--- src/rtl/fwd_mux_unit_pkg.sv ---
// Shared constants for the operand forwarding unit: Tnew/Tuse codes, stage indices
// and the hard-wired zero register.
package fwd_mux_unit_pkg;

   localparam logic [1:0] T0 = 2'd0;
   localparam logic [1:0] T1 = 2'd1;
   localparam logic [1:0] T2 = 2'd2;

   localparam int unsigned ST_E = 0;
   localparam int unsigned ST_M = 1;
   localparam int unsigned ST_W = 2;

   localparam int unsigned ZERO_REG = 0;

endpackage

--- src/rtl/fwd_port_sel.sv ---
// One operand read port: picks the youngest in-flight producer of rd_a, forwards its
// data when ready, and flags a hazard when the value arrives too late for its consumer.
module fwd_port_sel
   import fwd_mux_unit_pkg::*;
#(
   parameter int unsigned WIDTH  = 32,
   parameter int unsigned REGW   = 5,
   parameter int unsigned NSTAGE = 3,
   parameter int unsigned TW     = 2
) (
   input  logic [NSTAGE-1:0]       sb_valid,
   input  logic [NSTAGE*REGW-1:0]  sb_a3,
   input  logic [NSTAGE*TW-1:0]    sb_tnew,
   input  logic [NSTAGE*WIDTH-1:0] st_data,
   input  logic                    rd_en,
   input  logic [REGW-1:0]         rd_a,
   input  logic [TW-1:0]           rd_tuse,
   input  logic [WIDTH-1:0]        rf_data,
   output logic [WIDTH-1:0]        fwd_data,
   output logic                    fwd_hit,
   output logic                    hazard
);

   logic             match;
   logic [TW-1:0]    m_tnew;
   logic [WIDTH-1:0] m_data;

   always_comb begin
      match  = 1'b0;
      m_tnew = '0;
      m_data = '0;
      // Walk oldest to youngest so the youngest producer's match is the one left standing.
      for (int s = NSTAGE - 1; s >= 0; s--) begin
         if (sb_valid[s] && (sb_a3[s*REGW +: REGW] == rd_a) && (rd_a != REGW'(ZERO_REG))) begin
            match  = 1'b1;
            m_tnew = sb_tnew[s*TW +: TW];
            m_data = st_data[s*WIDTH +: WIDTH];
         end
      end
   end

   assign fwd_hit  = match && (m_tnew == '0);
   assign fwd_data = fwd_hit ? m_data : rf_data;
   assign hazard   = match && rd_en && (m_tnew > rd_tuse);

endmodule

--- src/rtl/fwd_mux_unit.sv ---
// Operand-source selector: in-flight write scoreboard for E/M/W, per-port forwarding
// select, D-stage stall generation and a saturating stall-cycle counter.
module fwd_mux_unit
   import fwd_mux_unit_pkg::*;
#(
   parameter int unsigned WIDTH  = 32,
   parameter int unsigned REGW   = 5,
   parameter int unsigned NREAD  = 2,
   parameter int unsigned NSTAGE = 3,
   parameter int unsigned TW     = 2
) (
   input  logic                    clk,
   input  logic                    reset,
   input  logic                    in_valid,
   input  logic [REGW-1:0]         in_a3,
   input  logic [TW-1:0]           in_tnew,
   input  logic [NSTAGE*WIDTH-1:0] st_data,
   input  logic [NREAD-1:0]        rd_en,
   input  logic [NREAD*REGW-1:0]   rd_a,
   input  logic [NREAD*TW-1:0]     rd_tuse,
   input  logic [NREAD*WIDTH-1:0]  rf_data,
   output logic [NREAD*WIDTH-1:0]  fwd_data,
   output logic [NREAD-1:0]        fwd_hit,
   output logic                    stall,
   output logic [31:0]             stall_cnt
);

   logic [NSTAGE-1:0]           sb_valid;
   logic [NSTAGE-1:0][REGW-1:0] sb_a3;
   logic [NSTAGE-1:0][TW-1:0]   sb_tnew;
   logic [NREAD-1:0]            hazard;

   always_ff @(posedge clk or negedge reset) begin
      if (!reset) begin
         sb_valid  <= '0;
         sb_a3     <= '0;
         sb_tnew   <= '0;
         stall_cnt <= '0;
      end else begin
         if (stall) begin
            sb_valid[ST_E] <= 1'b0;
            sb_a3[ST_E]    <= '0;
            sb_tnew[ST_E]  <= '0;
         end else begin
            sb_valid[ST_E] <= in_valid && (in_a3 != REGW'(ZERO_REG));
            sb_a3[ST_E]    <= in_a3;
            sb_tnew[ST_E]  <= in_tnew;
         end
         // E/M/W always advance; a stall only holds the D side.
         for (int s = 1; s < NSTAGE; s++) begin
            sb_valid[s] <= sb_valid[s-1];
            sb_a3[s]    <= sb_a3[s-1];
            sb_tnew[s]  <= (sb_tnew[s-1] == '0) ? '0 : sb_tnew[s-1] - TW'(1);
         end
         if (stall && (stall_cnt != '1)) begin
            stall_cnt <= stall_cnt + 32'd1;
         end
      end
   end

   for (genvar p = 0; p < NREAD; p++) begin : g_port
      fwd_port_sel #(
         .WIDTH  (WIDTH),
         .REGW   (REGW),
         .NSTAGE (NSTAGE),
         .TW     (TW)
      ) u_sel (
         .sb_valid (sb_valid),
         .sb_a3    (sb_a3),
         .sb_tnew  (sb_tnew),
         .st_data  (st_data),
         .rd_en    (rd_en[p]),
         .rd_a     (rd_a[p*REGW +: REGW]),
         .rd_tuse  (rd_tuse[p*TW +: TW]),
         .rf_data  (rf_data[p*WIDTH +: WIDTH]),
         .fwd_data (fwd_data[p*WIDTH +: WIDTH]),
         .fwd_hit  (fwd_hit[p]),
         .hazard   (hazard[p])
      );
   end

   assign stall = |hazard;

endmodule

--- config.mk ---
export PLATFORM = sky130hd
export DESIGN_NAME = fwd_mux_unit
export DESIGN_NICKNAME = d
export VERILOG_FILES = /design/src/rtl/fwd_mux_unit_pkg.sv /design/src/rtl/fwd_port_sel.sv /design/src/rtl/fwd_mux_unit.sv
export SDC_FILE = /design/constraint.sdc
export NUM_CORES = 1
export LEC_CHECK = 0
export ABC_CLOCK_PERIOD_IN_PS = 5300
export BUFFER_PORTS_ARGS = -buffer_cell sky130_fd_sc_hd__buf_2
export CORE_MARGIN = 4
export CORE_UTILIZATION = 45
export CTS_BUF_LIST = sky130_fd_sc_hd__clkbuf_8
export DETAILED_ROUTE_END_ITERATION = 8
export PLACE_DENSITY = 0.78
export REMOVE_ABC_BUFFERS = 1
export SYNTH_ARGS = -nofsm -noshare
export SYNTH_HDL_FRONTEND = slang
export SYNTH_SLANG_ARGS = --single-unit
--- constraint.sdc ---
create_clock -name clk -period 5.3 [get_ports clk]
set_input_delay 1.06 -clock clk [delete_from_list [all_inputs] [get_ports clk]]
set_output_delay 1.06 -clock clk [all_outputs]
set_load 0.01 [all_outputs]
Yosys cells after proc, flatten, opt, wreduce, memory -nomap -nowiden
Cells that the tools add are included.
Widths: inputs -> output; s select.
{"block": "word_totals", "output_inout_bits": 99, "reg_bits": 56, "in_bits": 186, "word_cells": 73}
{"block": "classes", "magnitude_cmp": 2, "n_reduce_logical": 28, "eq_ne": 7, "mux": 25, "add_sub_neg": 3}
{"operator": "$mux 32", "n": 8}
{"operator": "$add 32x1->32 const B", "n": 1}
{"operator": "$ne 32x32->1 const B", "n": 1}
{"operator": "$eq 5x5->1", "n": 6}
{"operator": "$logic_and 1x1->1", "n": 20}
{"operator": "$mux 2", "n": 9}
{"operator": "$reduce_bool 5->1", "n": 3}
{"operator": "$logic_not 2->1", "n": 4}
{"operator": "$mux 1", "n": 7}
{"operator": "$mux 5", "n": 1}
{"operator": "$gt 2x2->1", "n": 2}
{"operator": "$sub 2x1->2 const B", "n": 2}
{"operator": "$reduce_or 2->1", "n": 1}

Logic depth before layout (Yosys ltp)
{"block": "depth", "depth_word": 10, "mapped_depth": 16, "ltp_nobuf": 13}

Modules after synthesis
From an unflattened synthesis, not the netlist that was laid out.
{"block": "unflattened", "hier_cells": 650, "hier_area_um2": 5426.5}
{"module": "fwd_port_sel", "area_each_um2": 1550.2, "seq_area_each_um2": 0.0, "n_inst": 2, "cells_each": 232}
{"module": "fwd_mux_unit", "area_each_um2": 2326.0, "seq_area_each_um2": 1401.3, "n_inst": 1, "cells_each": 186}

Worst setup path before layout
OpenSTA, ideal clock, no wires.
{"block": "synth_path", "path_type": "input port to output port", "from": "input port rd_a[1]", "to": "output port stall", "t_arrival_ns": 3.534, "required_ns": 4.240, "path_buffers": 1, "cell_stages": 13, "path_slack_ns": 0.706, "cell_sequence": "or4_4 -> o211a_1 -> nand3_1 -> nor2_1 -> buf_2 -> a221o_1 -> o21ai_0 -> ha_1 -> nand2_1 -> o211ai_1 -> a31oi_2 -> nor2_1 -> inv_1"}
{"block": "synth_via", "elab_chain_len": 9, "elab_cells_between_ends": 20, "cone_classes": "order compare: 1; eq/ne: 3; mux: 6; reduce/logical: 10"}
{"element": "from (decl)", "line_no": "fwd_mux_unit.sv:19", "source": "input logic [NREAD*REGW-1:0] rd_a,"}
{"element": "$eq 5x5->1", "line_no": "fwd_port_sel.sv:34", "source": "if (sb_valid[s] && (sb_a3[s*REGW +: REGW] == rd_a) && (rd_a != REGW'(ZERO_REG))) begin"}
{"element": "$logic_and 1x1->1 (2 in series)", "line_no": "fwd_port_sel.sv:34"}
{"element": "$mux 2 or $mux 1 (tied branches) (3 in series)", "line_no": "fwd_port_sel.sv:34"}
{"element": "$gt 2x2->1 or $logic_and 1x1->1 (tied branches)", "line_no": "fwd_port_sel.sv:44", "source": "assign hazard = match && rd_en && (m_tnew > rd_tuse);"}
{"element": "$logic_and 1x1->1 (*)", "line_no": "fwd_port_sel.sv:44"}
{"element": "$reduce_or 2->1 (*)", "line_no": "fwd_mux_unit.sv:82", "source": "assign stall = |hazard;"}
{"element": "to (decl)", "line_no": "fwd_mux_unit.sv:24", "source": "output logic stall,"}
Mark *: on every way between the ends. The rest lies on a longest branch, timed or not.

Final worst setup path
Same ends and word-level chain as after synthesis.

==> flow_metrics.env <==
export IMPL_status="complete, no violations"
export IMPL_synth_top_cell_area_share_pct=27.8
export IMPL_max_freq_mhz=202
export IMPL_cp_max_fo=8
export IMPL_worstRegToRegCells=13
export IMPL_grt_first_pass_wirelength_mm=27.7
export IMPL_r2r_start="sb_a3[9]"
export IMPL_overflow=0
export IMPL_p_sw_share_pct=30.8
export IMPL_num_vias=5572
export IMPL_num_rows=38
export IMPL_synth_common_cells="inv_1, o21ai_0, a221o_1"
export IMPL_pwr_share_seq_pct=43.3
export IMPL_worstHoldStart="sb_valid[0]"
export IMPL_worstPathCellList="buf_2 > or4_4 > nor2_4 > nor4_4 > buf_4 > a221o_1 > o21ai_0 > ha_1 > nand2_1 > o211ai_1 > a31oi_2 > nor2_1 > inv_1 > buf_2"
export IMPL_die_x_um=114
export IMPL_arrival_ns=3.89
export IMPL_leakagePower_nw=3.84
export IMPL_setup_violations=0
export IMPL_synth_top_area_cell="dfrtp_1"
export IMPL_worstSetupEndpointType="output port"
export IMPL_clkPwrFrac_pct=26.8
export IMPL_drtIter0Drc=490
export IMPL_syn2layout_area_growth_pct=32.4
export IMPL_r2r_end="stall_cnt[27]"
export IMPL_gp_congestion=0.904
export IMPL_grt_pass1_vias=5089
export IMPL_final_max_slew_viol_count=0
export IMPL_netlist_instances=566
export IMPL_peakVddDrop_uv=188
export IMPL_yosysSeqAreaShare_pct=27.8
export IMPL_numCtsBuffers=5
export IMPL_drc_errors=0
export IMPL_hold_path_depth=0
export IMPL_hold_viol_final=0
export IMPL_timing_worst_setup_path_type="input pin to output port"
export IMPL_dieHeight_um=114
export IMPL_tightest_slew_ns=1.10
export IMPL_cts_repair_resized=0
export IMPL_slew_headroom_pct=26.4
export IMPL_antenna_found_initial=6
export IMPL_fin_skew_ns=0.0131
export IMPL_start_util_pct=46.3
export IMPL_grt_setup_unrepaired="false"
export IMPL_cp_start_kind="input pin"
export IMPL_dpl_hpwl_mm=14.9
export IMPL_cp_slowest_stage_delay_ns=0.56
export IMPL_drive_gt1_share_pct=40.2
export IMPL_cts_max_level=2
export IMPL_powerDensity_mw_per_mm2=160
export IMPL_combPwrFrac_pct=29.9
export IMPL_avgViaCountPerCell=5.71
export IMPL_cp_common_cell="buf_2"
export IMPL_synth_cell_type_count=44
export IMPL_coreArea_sq_mm=0.0109
export IMPL_fin_tns_setup_ns=0
export IMPL_cp_required_ns=4.24
export IMPL_path_clk_slew_ns=0.09
export IMPL_ff2ff_setup_slack_ns=1.69
export IMPL_synthTopCellsByArea="dfrtp_1, a221o_1, mux2i_1, o21ai_0, xnor2_1"
export IMPL_min_to="sb_valid[1]"
export IMPL_synth_edf_count=0
export IMPL_clock_path_buffers=2
export IMPL_total_power_w=0.00107
export IMPL_grt_max_degree=57
export IMPL_final_cell_count_no_fill=975
export IMPL_grt_use_total_pct=26.7
export IMPL_maxCapViolCount=0
export IMPL_drtAntennaViolNets=0
export IMPL_fin_crit_sh_pct=93.4
export IMPL_cts_tree="built"
export IMPL_period_needed_ns=4.95
export IMPL_yosysMostFrequentCell="inv_1"
export IMPL_ys_flop_type="dfrtp_1"
export IMPL_dp_cells=962
export IMPL_drt_wirelength_per_cell_um=19.5
export IMPL_fin_nets=1023
export IMPL_intPower_w=0.000737
export IMPL_io_buffers=284
export IMPL_synth_cell_area_sq_mm=0.00504
export IMPL_die_area_sq_mm=0.0130
export IMPL_synth_area_per_cell_sq_um=8.90
export IMPL_root_buffer="clkbuf_8"
export IMPL_ios=285
export IMPL_clock_latency_ns=0.32
export IMPL_yosysWarnings=0
export IMPL_slowest_stage="or4_4"
export IMPL_synth_seq_cells=56
export IMPL_cts_num_sinks=56
export IMPL_async_flop_share_pct=100
export IMPL_hold_path_class="flip-flop to flip-flop"
export IMPL_drt_first_pass_iters=7
export IMPL_fillers=984
export IMPL_switching_power_w=0.000328
export IMPL_postRouteWirelength_mm=19.0
-- placed cells by master (no fill, tap or decap), types with 20 or more instances in the layout --
master	count
xnor2_1	32
mux2i_1	64
nor2_1	20
nand2_1	22
dfrtp_1	56
a221o_1	66
o21ai_0	67
inv_1	74
buf_2	284
xor2_1	26
-- worst max path at each step --
| stage | start | cells after the start | end |
|---|---|---|---|
| after floorplan | rd_a[7] | 12 | stall |
| after global placement | rd_a[0] | 14 | stall |
| after detailed placement | rd_a[0] | 13 | stall |
| after CTS | rd_a[0] | 13 | stall |
| after global routing | rd_a[6] | 13 | stall |
| final | rd_a[1] | 14 | stall |
-- cell families after synthesis --
| family | count (synthesis) | synth area share [%] |
|---|---|---|
| compound gates | 150 | 22.9 |
| fa+ha+maj | 5 | 1.24 |
| flops | 56 | 27.8 |
| mux | 65 | 12.9 |
| buf+inv | 114 | 10.4 |
| simple gates | 115 | 13.6 |
| xor+xnor | 61 | 11.0 |
-- layout make-up --
type                    instances  area, sq um  share of cell area [%]
multi-input cells             397         3150                    47.1
repair buffers                298         1550                    23.3
flip-flops and latches         56         1400                    21.0
inverters                      74          278                    4.16
well taps                     140          175                    2.63
clock buffers                   5         68.8                    1.03
clock inverters                 3         46.3                   0.694
diodes                          2         5.00                  0.0750
-- sequential cells by signal (all words and copies together), names as in the netlist --
signal and flops:
sb_a3 15, sb_tnew 6, sb_valid 3, stall_cnt 32
-- layer usage --
metal  GRT usage [%]  wire length, um  up-vias
met3            6.37             1920       45
met5               0               63        -
met2            44.8             9140      319
li1                -                -     2580
met4            5.46              403        8
met1            35.4             7490     2620
-- worst max-delay path: cells and delay by family --
family	cells	cell delay [ns]
adders and majority gates	1	0.25
AOI/OAI and AO/OA	4	0.87
and+or+nand+nor	5	1.15
buffers and inverters	4	0.57
-- metrics by stage --
| step | hold WS [ns] | worst slack [ns] | util, % | area, sq um |
|---|---|---|---|---|
| 5_1_grt | 0.455 | 0.0998 | 61.3 | 6670 |
| 6_report | 0.425 | 0.350 | 61.3 | 6670 |
| 2_1_floorplan | 0.373 | -0.168 | - | 4790 |
| 3_3_place_gp | 0.401 | 0.228 | 59.9 | 6520 |
| 3_5_place_dp | 0.404 | 0.119 | 59.9 | 6520 |
| 4_1_cts | 0.426 | 0.110 | 61.0 | 6640 |
-- power by group through the flow --
stage	clock network, W	registers (W)	logic (W)
4_1_cts	0.000294	0.000461	0.000315
5_1_grt	0.000310	0.000464	0.000347
3_3_place_gp	0	0.000469	0.000309
3_5_place_dp	0	0.000470	0.000314
2_1_floorplan	0	0.000467	0.000145
6_report	0.000285	0.000461	0.000318
-- what timing repair did --
action,4_1_cts,5_1_grt
hold buffers,0,0
setup buffers,0,2
setup endpoints to repair,0,1
(Power assumes the default switching activity.)
